$ cat src/rtl/game_ctrl.sv
// ---------------------------------------------------------------------------
// game_ctrl
// Top-level game sequencer for the side-scroller. It takes the two raw
// buttons and the per-frame collision/score information and runs the
// attract / play / hit / game-over flow. It also drives the scroller's
// enable and reset, the life counter, the difficulty level and the
// player-sprite blink.
//
// Ports
//   clk         : system clock
//   reset       : synchronous active-high reset
//   btn_start   : raw asynchronous start button
//   btn_move    : raw asynchronous move button
//   frame_tick  : one-cycle pulse per video frame
//   collision   : player/obstacle overlap level
//   score       : current score from the scroller (0..99)
//   scroll_en   : scroller move enable (registered)
//   scroll_rst  : scroller reset (registered)
//   state       : FSM state code, ATTRACT=0 PLAY=1 HIT=2 OVER=3 (registered)
//   lives       : remaining lives (registered)
//   speed_level : difficulty level 0..3 (registered)
//   blink       : player sprite visibility (registered)
// ---------------------------------------------------------------------------

// ---------------------------------------------------------------------------
// game_ctrl_debounce
// Two-flop synchronizer followed by a stability counter for one button.
//
// Ports
//   clk, reset : as in the top level
//   raw        : asynchronous button input
//   level      : debounced button level
// ---------------------------------------------------------------------------
module game_ctrl_debounce #(
  parameter int DEBOUNCE_CYCLES = 250000
) (
  input  logic clk,
  input  logic reset,
  input  logic raw,
  output logic level
);

  localparam int CW = (DEBOUNCE_CYCLES < 2) ? 1 : $clog2(DEBOUNCE_CYCLES);

  logic          sync1;
  logic          sync2;
  logic [CW-1:0] stable_cnt;

  // The synchronized sample is compared against the accepted level. The
  // counter measures how many consecutive samples in a row have held the
  // other value. Any sample that matches the accepted level again restarts
  // the count, so a bouncing contact never gets through. The new level is
  // taken on the DEBOUNCE_CYCLES-th differing sample.
  always_ff @(posedge clk) begin
    if (reset) begin
      sync1      <= 1'b0;
      sync2      <= 1'b0;
      stable_cnt <= '0;
      level      <= 1'b0;
    end else begin
      sync1 <= raw;
      sync2 <= sync1;
      if (sync2 == level) begin
        stable_cnt <= '0;
      end else if (stable_cnt == CW'(DEBOUNCE_CYCLES - 1)) begin
        level      <= sync2;
        stable_cnt <= '0;
      end else begin
        stable_cnt <= stable_cnt + 1'b1;
      end
    end
  end

endmodule

module game_ctrl #(
  parameter int DEBOUNCE_CYCLES = 250000,
  parameter int LIVES_INIT      = 3,
  parameter int HIT_FRAMES      = 60,
  parameter int LEVEL_STEP      = 25
) (
  input  logic       clk,
  input  logic       reset,
  input  logic       btn_start,
  input  logic       btn_move,
  input  logic       frame_tick,
  input  logic       collision,
  input  logic [6:0] score,
  output logic       scroll_en,
  output logic       scroll_rst,
  output logic [1:0] state,
  output logic [1:0] lives,
  output logic [1:0] speed_level,
  output logic       blink
);

  // The frame counter is kept at least 3 bits wide so that the
  // "every 8th tick" blink test can always look at the low three bits.
  localparam int FW_RAW = $clog2(HIT_FRAMES + 1);
  localparam int FW     = (FW_RAW < 3) ? 3 : FW_RAW;

  typedef enum logic [1:0] {
    ATTRACT = 2'd0,
    PLAY    = 2'd1,
    HIT     = 2'd2,
    OVER    = 2'd3
  } state_t;

  logic          start_db;
  logic          start_db_d;
  logic          start_pulse;
  logic          move_db;

  state_t        state_q, state_d;
  logic [1:0]    lives_q, lives_d;
  logic [FW-1:0] frame_cnt_q, frame_cnt_d;
  logic [FW-1:0] frame_inc;
  logic          blink_q, blink_d;
  logic          scroll_en_q, scroll_en_d;
  logic          scroll_rst_q, scroll_rst_d;
  logic [1:0]    speed_q, speed_d;
  logic [1:0]    speed_raw;
  logic [31:0]   score_w;

  game_ctrl_debounce #(.DEBOUNCE_CYCLES(DEBOUNCE_CYCLES)) u_db_start (
    .clk   (clk),
    .reset (reset),
    .raw   (btn_start),
    .level (start_db)
  );

  game_ctrl_debounce #(.DEBOUNCE_CYCLES(DEBOUNCE_CYCLES)) u_db_move (
    .clk   (clk),
    .reset (reset),
    .raw   (btn_move),
    .level (move_db)
  );

  // Remember the previous debounced start level so that a held button
  // produces a single rising-edge pulse rather than repeated starts.
  always_ff @(posedge clk) begin
    if (reset) begin
      start_db_d <= 1'b0;
    end else begin
      start_db_d <= start_db;
    end
  end

  assign start_pulse = start_db & ~start_db_d;
  assign score_w     = {25'd0, score};
  assign frame_inc   = frame_cnt_q + 1'b1;

  // Difficulty follows the score thresholds directly. It is masked to 0
  // later when the game is not running.
  always_comb begin
    speed_raw = 2'd3;
    if (score_w < 32'(LEVEL_STEP)) begin
      speed_raw = 2'd0;
    end else if (score_w < 32'(2 * LEVEL_STEP)) begin
      speed_raw = 2'd1;
    end else if (score_w < 32'(3 * LEVEL_STEP)) begin
      speed_raw = 2'd2;
    end
  end

  // Next-state logic. All outputs are registered from the *next* state, so
  // the outputs always line up with the state code in the same cycle. This
  // is what keeps scroll_en low on the very first cycle after leaving PLAY.
  // A collision is checked before the win condition, so a hit on the
  // winning frame still costs a life.
  always_comb begin
    state_d     = state_q;
    lives_d     = lives_q;
    frame_cnt_d = frame_cnt_q;

    case (state_q)
      ATTRACT: begin
        if (start_pulse) begin
          state_d = PLAY;
          lives_d = 2'(LIVES_INIT);
        end
      end
      PLAY: begin
        if (collision) begin
          if (lives_q <= 2'd1) begin
            lives_d = 2'd0;
            state_d = OVER;
          end else begin
            lives_d     = lives_q - 2'd1;
            state_d     = HIT;
            frame_cnt_d = '0;
          end
        end else if (score_w >= 32'd99) begin
          state_d = OVER;
        end
      end
      HIT: begin
        if (frame_tick) begin
          if (frame_inc == FW'(HIT_FRAMES)) begin
            state_d     = PLAY;
            frame_cnt_d = '0;
          end else begin
            frame_cnt_d = frame_inc;
          end
        end
      end
      OVER: begin
        if (start_pulse) begin
          state_d = ATTRACT;
        end
      end
      default: begin
        state_d = ATTRACT;
      end
    endcase
  end

  // Output decode, based on the state being entered. While HIT runs, the
  // sprite starts hidden and flips on every 8th frame tick. That gives a
  // slow flash while the player is invulnerable.
  always_comb begin
    blink_d      = 1'b0;
    scroll_en_d  = 1'b0;
    scroll_rst_d = 1'b0;
    speed_d      = 2'd0;

    case (state_d)
      ATTRACT: begin
        scroll_rst_d = 1'b1;
      end
      PLAY: begin
        blink_d     = 1'b1;
        scroll_en_d = move_db;
        speed_d     = speed_raw;
      end
      HIT: begin
        speed_d = speed_raw;
        if (state_q != HIT) begin
          blink_d = 1'b0;
        end else if (frame_tick && (frame_inc[2:0] == 3'd0)) begin
          blink_d = ~blink_q;
        end else begin
          blink_d = blink_q;
        end
      end
      default: begin
        blink_d = 1'b0;
      end
    endcase
  end

  // State and output registers. Reset returns the game to ATTRACT with the
  // scroller held in reset. It also throws away any partial HIT count.
  always_ff @(posedge clk) begin
    if (reset) begin
      state_q      <= ATTRACT;
      lives_q      <= 2'd0;
      frame_cnt_q  <= '0;
      blink_q      <= 1'b0;
      scroll_en_q  <= 1'b0;
      scroll_rst_q <= 1'b1;
      speed_q      <= 2'd0;
    end else begin
      state_q      <= state_d;
      lives_q      <= lives_d;
      frame_cnt_q  <= frame_cnt_d;
      blink_q      <= blink_d;
      scroll_en_q  <= scroll_en_d;
      scroll_rst_q <= scroll_rst_d;
      speed_q      <= speed_d;
    end
  end

  assign state       = state_q;
  assign lives       = lives_q;
  assign blink       = blink_q;
  assign scroll_en   = scroll_en_q;
  assign scroll_rst  = scroll_rst_q;
  assign speed_level = speed_q;

endmodule
$ cat config.mk
export PLATFORM = sky130hd
export DESIGN_NAME = game_ctrl
export DESIGN_NICKNAME = d
export VERILOG_FILES = /design/src/rtl/game_ctrl.sv
export SDC_FILE = /design/constraint.sdc
export NUM_CORES = 1
export LEC_CHECK = 0
export BUFFER_PORTS_ARGS = -buffer_cell sky130_fd_sc_hd__buf_2
export CORE_UTILIZATION = 55
export CTS_CLUSTER_SIZE = 40
export DETAILED_ROUTE_END_ITERATION = 8
export MAX_ROUTING_LAYER = met4
export PLACE_DENSITY = 0.74
export REMOVE_ABC_BUFFERS = 1
export SYNTH_ARGS = -nofsm -noshare
export SYNTH_HDL_FRONTEND = slang
export SYNTH_SLANG_ARGS = --single-unit
$ cat constraint.sdc
create_clock -name clk -period 3 [get_ports clk]
set_input_delay 0.6 -clock clk [delete_from_list [all_inputs] [get_ports clk]]
set_output_delay 0.6 -clock clk [all_outputs]
set_load 0.02 [all_outputs]
==> impl_metrics.env, run 1 <==
export IMPL_p_clk_share_pct=45.4
export IMPL_cts_made_buffers=9
export IMPL_finalSetupTns_ns=0
export IMPL_final_max_slew_viol_count=0
export IMPL_path_clk_slew_ns=0.06
export IMPL_drt_first_pass_iters=4
export IMPL_switching_share_pct=21.02
export IMPL_critPathMaxStageDelay_ns=0.44
export IMPL_root_buffer="clkbuf_8"
export IMPL_cp_end_kind="register"
export IMPL_drt_wl_total_mm=4.790
export IMPL_start_util_pct=57.35
export IMPL_ir_worst_vdd_uv=394.9
export IMPL_synth_top_cell_area_share_pct=42.86
export IMPL_fin_ws_ns=0.4756
export IMPL_fin_nets=359
export IMPL_ys_seq_area_share_pct=42.86
export IMPL_num_vias=2160
export IMPL_yosys_area_top_type="dfxtp_1"
export IMPL_ys_ff_latch=58
export IMPL_clk_latency_ns=0.33
export IMPL_hold_violations=0
export IMPL_grt_max_degree=26
export IMPL_path_class="register to register"
export IMPL_drt_iter0_markers=106
export IMPL_die_w_um=72.18
export IMPL_core_um2=4723
export IMPL_grt_usage_pct=21.37
export IMPL_path_cells="ha_1, nand4b_1, a21oi_4, o22ai_2, o41a_1, inv_1, ha_1, and2_1, o21ai_0, a21oi_1"
export IMPL_synth_edff_count=0
export IMPL_tightest_slew_ns=0.4370
export IMPL_hp_class="register to register"
export IMPL_required_ns=3.20
export IMPL_n_antenna_cell=0
export IMPL_crit_arrival_ns=2.72
export IMPL_seqPwrFrac_pct=52.4
export IMPL_pin_count=22
export IMPL_status="completed"
export IMPL_synth_avg_cell_area_um2=8.627
export IMPL_p_comb_share_pct=2.2
export IMPL_grt_pass1_vias=1941
export IMPL_synth_most_common_cell="nor2_1"
export IMPL_drv_cap=0
export IMPL_netlist_instances=314
export IMPL_place_hpwl_mm=3.331
export IMPL_setup_viol=0
export IMPL_slowest_stage="o41a_1"
export IMPL_io_buffers=21
export IMPL_rsz0062_at_grt="no"
export IMPL_syn_to_final_growth_pct=12.38
export IMPL_slew_headroom_pct=70.76
export IMPL_synth_flop_cell="dfxtp_1"
export IMPL_wl_per_cell_um=11.65
export IMPL_htreeDepth=3
export IMPL_cts_sinks=58
export IMPL_die_h_um=72.18
export IMPL_fmax_mhz=396.1
export IMPL_p_leak_nw=1.066
export IMPL_fin_skew_ns=0.007616
export IMPL_grt_antenna_before_repair=0
export IMPL_clk_path_buf_depth=2
export IMPL_powerDensity_nw_per_um2=486.0
export IMPL_post_cts_setup_buffers=0
export IMPL_grt_remaining_overflow=0
export IMPL_drc=0
export IMPL_ant_nets=0
export IMPL_intPower_mw=1.168
export IMPL_drive_above_1_share_pct=13.37
export IMPL_p_sw_mw=0.3110
export IMPL_min_period_ns=2.524
export IMPL_path_common_cell="ha_1"
export IMPL_netlist_top_cells_count="62 x nor2_1, 58 x dfxtp_1, 24 x nand2_1"
export IMPL_cts_hold_buf=0
export IMPL_gp_congestion=0.9239
export IMPL_grt_pass1_wl_mm=8.300
export IMPL_tritoncts="done"
export IMPL_cts_resized=0
export IMPL_critPathMaxFanout=7
export IMPL_ys_warnings_count=0
export IMPL_netlist_area_um2=2709
export IMPL_cp_start_kind="register"
export IMPL_async_flop_share_pct=0
export IMPL_die_area_um2=5210
export IMPL_viasPerCell=5.255
export IMPL_dp_worst_setup_slack_ns=0.4686
export IMPL_rows=25
export IMPL_synth_area_leaders="dfxtp_1 43%, nor2_1 8.6%, xnor2_1 6.8%"
export IMPL_timing_final_crit_share_pct=84.15
export IMPL_synth_distinct_cells=44
[state kept, by name, indices dropped and copies added (netlist names), 2 cells and up]
name                   count
frame_cnt_q                6
u_db_move.stable_cnt      18
speed_level                2
state                      2
u_db_start.stable_cnt     18
lives                      2
[power by group through the flow]
stage / Sequential (mW) / Clock [mW] / Combinational [mW]
floorplan: 0.792 / 0 / 0.0131
global placement: 0.792 / 0 / 0.0316
detailed placement: 0.792 / 0 / 0.0321
CTS: 0.775 / 0.697 / 0.0324
global route: 0.775 / 0.730 / 0.0361
finish: 0.775 / 0.672 / 0.0323
[worst paths after layout]
kind	from	endpoint	slack (ns)	cells past startpoint
max	frame_cnt_q[0]	blink	0.48	10
min	u_db_start.sync1	u_db_start.sync2	0.44	1
max reg2reg	frame_cnt_q[0]	blink	0.48	10
min reg2reg	u_db_start.sync1	u_db_start.sync2	0.44	1
[worst max-delay path, delay by kind of cell, from the launching register on]
| family | cells | cell delay, ns |
|---|---|---|
| DFF | 1 | 0.37 |
| adders and majority gates | 2 | 0.55 |
| buffers and inverters | 1 | 0.10 |
| AOI/OAI and AO/OA | 5 | 1.00 |
| and+or+nand+nor | 2 | 0.39 |
[cell usage in the layout (no fill, tap or decap), drive strengths merged, types with 11 or more instances in the layout]
| cell type | instances |
|---|---|
| buf | 21 |
| clkbuf | 11 |
| dfxtp | 58 |
| inv | 11 |
| nand2 | 24 |
| nand3 | 18 |
| nor2 | 62 |
| nor3 | 11 |
| xnor2 | 21 |
| xor2 | 15 |
[cell families (layout without fill, tap and decap cells)]
logic type	after synthesis	count (layout)	share of synthesized area, %
AO/OA/AOI/OAI	29	29	7.806
XOR/XNOR	36	36	11.64
adder cells (fa/ha/maj)	7	7	3.233
buffers and inverters	17	47	2.817
flip-flops	58	58	42.86
multiplexers	2	2	0.7391
AND/OR/NAND/NOR	165	165	30.90
[routing by layer]
metal | global-route usage [%] | share of wire, % | vias up
met1 | 24.67 | 48 | 1005
met3 | 7.222 | 4.5 | 2
met5 | - | 0 | -
li1 | - | - | 1115
met2 | 33.54 | 47 | 38
met4 | 9.804 | 0.52 | 0
[area by class of cell]
class	count	area, µm²
fill	403	1679
multi-input combinational	239	1471
sequential	58	1161
clock buffer	11	131.4
timing repair buffer	21	105.1
tap	67	83.83
clock inverter	5	53.80
inverter	10	37.54
[metrics by stage]
stage / hold slack, ns / util [%] / total power [mW] / cell area, µm² / instances
after floorplan: 0.4138 / - / 0.8050 / 2670 / 307
after global placement: 0.4228 / 60.53 / 0.8237 / 2859 / 395
after detailed placement: 0.4285 / 60.53 / 0.8244 / 2859 / 395
after CTS: 0.4515 / 64.45 / 1.504 / 3044 / 411
after global routing: 0.4600 / 64.45 / 1.541 / 3044 / 411
final: 0.4435 / 64.45 / 1.479 / 3044 / 411
Power figures use the tool's default switching activity.
==> run 2: changes to the inputs <==
--- a/config.mk
+++ b/config.mk
@@ -5,12 +5,13 @@
 export SDC_FILE = /design/constraint.sdc
 export NUM_CORES = 1
 export LEC_CHECK = 0
+export ABC_AREA = 1
 export BUFFER_PORTS_ARGS = -buffer_cell sky130_fd_sc_hd__buf_2
-export CORE_UTILIZATION = 55
+export CORE_UTILIZATION = 54
 export CTS_CLUSTER_SIZE = 40
 export DETAILED_ROUTE_END_ITERATION = 8
 export MAX_ROUTING_LAYER = met4
-export PLACE_DENSITY = 0.74
+export PLACE_DENSITY = 0.76
 export REMOVE_ABC_BUFFERS = 1
 export SYNTH_ARGS = -nofsm -noshare
 export SYNTH_HDL_FRONTEND = slang
==> constraint.sdc (replaced) <==
create_clock -name clk -period 2.1 [get_ports clk]
set_input_delay 0.42 -clock clk [delete_from_list [all_inputs] [get_ports clk]]
set_output_delay 0.42 -clock clk [all_outputs]
set_load 0.02 [all_outputs]
==> impl_metrics.env, run 2 <==
export IMPL_path_class="register to register"
export IMPL_pin_count=22
export IMPL_drt_iter0_markers=165
export IMPL_num_vias=2772
export IMPL_synth_flop_cell="dfxtp_1"
export IMPL_wl_per_cell_um=11.30
export IMPL_required_ns=2.32
export IMPL_root_buffer="clkbuf_8"
export IMPL_ys_seq_area_share_pct=39.16
export IMPL_ys_ff_latch=58
export IMPL_clk_path_buf_depth=2
export IMPL_reg_largest_list="u_db_move.stable_cnt x18, u_db_start.stable_cnt x18, frame_cnt_q x6"
export IMPL_cts_made_buffers=9
export IMPL_start_util_pct=56.97
export IMPL_tightest_slew_ns=0.6386
export IMPL_drive_above_1_share_pct=16.06
export IMPL_fin_skew_ns=0.005002
export IMPL_hold_end="u_db_start.sync1"
export IMPL_critPathMaxFanout=7
export IMPL_status="completed"
export IMPL_grt_pass1_wl_mm=10.79
export IMPL_grt_pass1_vias=2497
export IMPL_core_um2=5205
export IMPL_ys_warnings_count=0
export IMPL_post_cts_setup_buffers=0
export IMPL_ant_nets=0
export IMPL_final_max_slew_viol_count=0
export IMPL_netlist_instances=431
export IMPL_fin_nets=483
export IMPL_tritoncts="done"
export IMPL_regToRegStartpoint="frame_cnt_q[1]"
export IMPL_synth_distinct_cells=34
export IMPL_grt_usage_pct=23.63
export IMPL_yosys_area_top_type="dfxtp_1"
export IMPL_fin_util_pct=65.55
export IMPL_holdPathStages=3
export IMPL_grt_max_degree=19
export IMPL_die_w_um=76.11
export IMPL_dpl_cell_count=522
export IMPL_r2r_slack_ns=0.17
export IMPL_timing_rr_end="blink"
export IMPL_viasPerCell=5.162
export IMPL_synth_top_cell_area_share_pct=39.16
export IMPL_async_flop_share_pct=0
export IMPL_min_period_ns=1.930
export IMPL_p_leak_nw=1.238
export IMPL_slew_headroom_pct=57.23
export IMPL_timing_final_crit_share_pct=91.89
export IMPL_n_fill_cell=444
export IMPL_finalHoldWorstSlack_ns=0.2947
export IMPL_powerDensity_nw_per_um2=670.2
export IMPL_drt_first_pass_iters=5
export IMPL_drv_cap=0
export IMPL_cp_end_kind="register"
export IMPL_cts_hold_buf=0
export IMPL_htreeDepth=3
export IMPL_finalNonFillerCells=537
export IMPL_n_antenna_cell=0
export IMPL_stdcell_area_um2=3412
export IMPL_io_buffers=21
export IMPL_cp_start_kind="register"
export IMPL_synth_avg_cell_area_um2=6.880
export IMPL_grt_antenna_before_repair=0
export IMPL_synth_area_leaders="dfxtp_1 39%, nand2_1 12%, inv_1 8.1%"
export IMPL_finalSetupTns_ns=0
export IMPL_crit_arrival_ns=2.15
export IMPL_clk_latency_ns=0.33
export IMPL_die_h_um=76.11
export IMPL_grt_remaining_overflow=0
export IMPL_setup_viol=0
export IMPL_netlist_top_cells_count="96 x nand2_1, 64 x inv_1, 58 x dfxtp_1"
export IMPL_gp_congestion=0.8716
export IMPL_synth_edff_count=0
export IMPL_drt_wl_total_mm=6.066
export IMPL_fmax_mhz=518.2
export IMPL_layout_commonest_cell="nand2_1"
export IMPL_ir_worst_vdd_uv=478.3
export IMPL_drc=0
export IMPL_dpl_cell_area_um2=3157
export IMPL_synth_most_common_cell="nand2_1"
export IMPL_hold_violations=0
export IMPL_die_area_um2=5792
export IMPL_rows=26
export IMPL_reg2reg_depth=13
export IMPL_path_clk_slew_ns=0.06
export IMPL_hp_class="input port to register"
export IMPL_cts_sinks=58
export IMPL_layout_common_cells="95 x nand2_1, 63 x inv_1, 57 x nor2_1"
export IMPL_syn_to_final_growth_pct=15.06
export IMPL_netlist_area_um2=2965
export IMPL_place_hpwl_mm=4.436
export IMPL_hp_start="btn_start"
run 2: power breakdown:
| part | internal [mW] | switching, mW |
|---|---|---|
| sequential | 1.10 | 0.00303 |
| clock | 0.704 | 0.423 |
| combinational | 0.0205 | 0.0337 |
| total | 1.83 | 0.460 |
run 2: area by class of cell:
cell class              count  area (µm²)  share of cell area (%)
well taps                  70       87.58                   2.567
multi-input cells         303        1544                   45.25
flip-flops and latches     58        1171                   34.32
repair buffers             26       142.6                   4.180
inverters                  65       244.0                   7.151
clock buffers              14       192.7                   5.647
clock inverters             1       30.03                  0.8801
run 2: cell families (layout without fill, tap and decap cells):
logic type      count (synthesis)  after routing  synth area share, %
simple gates                  237            237                36.03
fa+ha+maj                       7              7                2.953
compound gates                 52             52                10.25
buf+inv                        70            106                9.535
flops                          58             58                39.16
xor+xnor                        7              7                2.068
run 2: routing by layer:
metal  GRT usage, %  up-vias  routed length [µm]
met4          6.923        0                  42
met1          28.05     1241                2849
met5              -        -                   0
met3          6.946        6                 313
li1               -     1453                   -
met2          38.82       72                2862
run 2: worst max path at each step:
stage / start / end / slack [ns] / cells after the start
2_1_floorplan: frame_cnt_q[0] / blink / 0.13 / 13
3_3_place_gp: frame_cnt_q[1] / blink / 0.12 / 13
3_5_place_dp: frame_cnt_q[1] / blink / 0.004 / 13
4_1_cts: frame_cnt_q[1] / blink / 0.05 / 13
5_1_grt: frame_cnt_q[1] / blink / -0.05 / 15
6_report: frame_cnt_q[1] / blink / 0.17 / 13
run 2: what timing repair did:
item / in CTS / in global routing
pin swaps: 0 / 0
setup endpoints to repair: 1 / 3
resized for setup: 1 / 12
run 2: per-stage QoR:
step,setup slack [ns],power (mW)
after floorplan,0.1255,1.157
after global placement,0.1176,1.185
after detailed placement,0.004392,1.186
after CTS,0.05109,2.310
after global routing,-0.04555,2.370
final,0.1703,2.287
run 2: worst max-delay path, cell delays in order (launching register included):
cell,delay [ns]
dfxtp_4,0.38
ha_2,0.20
nand3_2,0.12
xnor2_2,0.16
nand3_1,0.12
nand2_1,0.07
nand2_1,0.07
nand2_2,0.08
inv_1,0.06
ha_1,0.13
nand2_1,0.06
a31o_2,0.22
o21ai_1,0.11
a21oi_1,0.05
==> run 3: changes to the inputs <==
==> constraint.sdc (replaced) <==
create_clock -name clk -period 1.62 [get_ports clk]
set_input_delay 0.324 -clock clk [delete_from_list [all_inputs] [get_ports clk]]
set_output_delay 0.324 -clock clk [all_outputs]
set_load 0.02 [all_outputs]
==> impl_metrics.env, run 3 (synthesis results as in run 2) <==
export IMPL_cp_start_kind="register"
export IMPL_dpl_cell_area_um2=3382
export IMPL_htreeDepth=3
export IMPL_finalHoldWorstSlack_ns=0.1758
export IMPL_fin_nets=517
export IMPL_powerDensity_nw_per_um2=753.7
export IMPL_viasPerCell=5.247
export IMPL_p_leak_nw=1.442
export IMPL_rows=26
export IMPL_fin_skew_ns=0.005992
export IMPL_grt_pass1_vias=2687
export IMPL_hold_violations=0
export IMPL_drt_iter0_markers=160
export IMPL_violations="negative setup slack"
export IMPL_drive_above_1_share_pct=26.69
export IMPL_n_antenna_cell=0
export IMPL_io_buffers=21
export IMPL_cts_hold_buf=0
export IMPL_fmax_mhz=503.9
export IMPL_dpl_cell_count=552
export IMPL_dp_worst_setup_slack_ns=-0.3115
export IMPL_wl_per_cell_um=12.89
export IMPL_reg_largest_list="u_db_move.stable_cnt x18, u_db_start.stable_cnt x18, frame_cnt_q x6"
export IMPL_drv_cap=0
export IMPL_cts_made_buffers=9
export IMPL_tritoncts="done"
export IMPL_path_common_cell="nand3_2"
export IMPL_place_hpwl_mm=4.775
export IMPL_syn_to_final_growth_pct=28.78
export IMPL_setup_viol=5
export IMPL_pin_count=22
export IMPL_cp_end_kind="register"
export IMPL_status="finished, violations left"
export IMPL_path_class="register to register"
export IMPL_min_period_ns=1.984
export IMPL_root_buffer="clkbuf_8"
export IMPL_finalNonFillerCells=572
export IMPL_core_um2=5205
export IMPL_final_max_slew_viol_count=0
export IMPL_cts_sinks=58
export IMPL_critPathMaxFanout=4
export IMPL_start_util_pct=56.97
export IMPL_grt_antenna_before_repair=0
export IMPL_stdcell_area_um2=3819
export IMPL_num_vias=3001
export IMPL_required_ns=1.87
export IMPL_grt_pass1_wl_mm=11.45
export IMPL_path_cells="buf_6, buf_4, nand3_2, nand2_2, nand2_2, nand2_1, nor2_2, nand3_2, nand3_2, inv_4, ha_4, nand2_4, a31o_4, o21ai_2, a21oi_2"
export IMPL_critPathMaxStageDelay_ns=0.36
export IMPL_timing_final_crit_share_pct=122.5
export IMPL_fin_ws_ns=-0.3644
export IMPL_tightest_slew_ns=0.4993
export IMPL_slew_headroom_pct=66.71
export IMPL_drt_wl_total_mm=7.373
export IMPL_fin_util_pct=73.37
export IMPL_rsz0062_at_grt="yes"
export IMPL_ant_nets=0
export IMPL_clk_path_buf_depth=2
export IMPL_die_h_um=76.11
export IMPL_ir_worst_vdd_uv=671.0
export IMPL_grt_remaining_overflow=0
export IMPL_grt_usage_pct=25.71
export IMPL_layout_commonest_cell="nand2_1"
export IMPL_crit_arrival_ns=2.23
export IMPL_hp_class="input port to register"
export IMPL_die_area_um2=5792
export IMPL_drt_first_pass_iters=5
export IMPL_gp_congestion=0.8692
export IMPL_die_w_um=76.11
export IMPL_clk_latency_ns=0.35
export IMPL_path_clk_slew_ns=0.07
export IMPL_layout_common_cells="88 x nand2_1, 62 x inv_1, 54 x dfxtp_1"
export IMPL_drc=0
export IMPL_grt_max_degree=19
export IMPL_slowest_stage="dfxtp_2"
run 3: cell types whose count changed in the layout (fill, tap and decap cells not counted), sizes merged:
| cell | change |
|---|---|
| buf | +33 |
| nand2 | +1 |
| clkinv | +1 |
run 3: cell type report:
type                    count  area (µm²)
clock inverters             2       35.03
repair buffers             59       394.1
multi-input cells         304        1727
fillers                   386        1386
well taps                  70       87.58
flip-flops and latches     58        1166
inverters                  65       246.5
clock buffers              14       162.7
run 3: metrics by stage:
step	TNS, ns	power, mW
floorplan	-0.9892	1.500
global placement	-0.7204	1.542
detailed placement	-1.076	1.543
CTS	-0.7393	2.887
global route	-1.973	2.962
finish	-1.309	2.878
run 3: power by group:
group / switching (mW) / total (mW) / internal, mW
registers: 0.00297 / 1.44 / 1.43
clock network: 0.566 / 1.36 / 0.794
logic: 0.0508 / 0.0839 / 0.0330
total: 0.619 / 2.88 / 2.26
run 3: final timing paths:
kind	from	to	slack, ns	cells past startpoint
setup / recovery	frame_cnt_q[1]	blink	-0.36	15
hold / removal	btn_move	u_db_move.sync1	0.18	3
setup reg to reg	frame_cnt_q[1]	blink	-0.36	15
hold reg to reg	u_db_start.sync1	u_db_start.sync2	0.41	2
run 3: worst max-delay path, delay by kind of cell (launching register included):
family / cells / cell delay (ns)
buffers and inverters: 3 / 0.34
adder cells (fa/ha/maj): 1 / 0.14
AND/OR/NAND/NOR: 8 / 0.61
flip-flops: 1 / 0.36
AO/OA/AOI/OAI: 3 / 0.43
run 3: metal layers:
layer / up-vias / routed length (µm) / track usage (%)
li1: 1530 / - / -
met1: 1355 / 3269 / 29.91
met2: 98 / 3423 / 40.91
met3: 18 / 497 / 5.269
met4: 0 / 183 / 15.58
met5: - / 0 / -
run 3: timing repair:
item | in CTS | in global routing
gates resized for setup | 15 | 39
buffers inserted | 0 | 3
gates cloned | 0 | 1
endpoints found under the setup margin | 5 | 43
pin swaps | 4 | 15
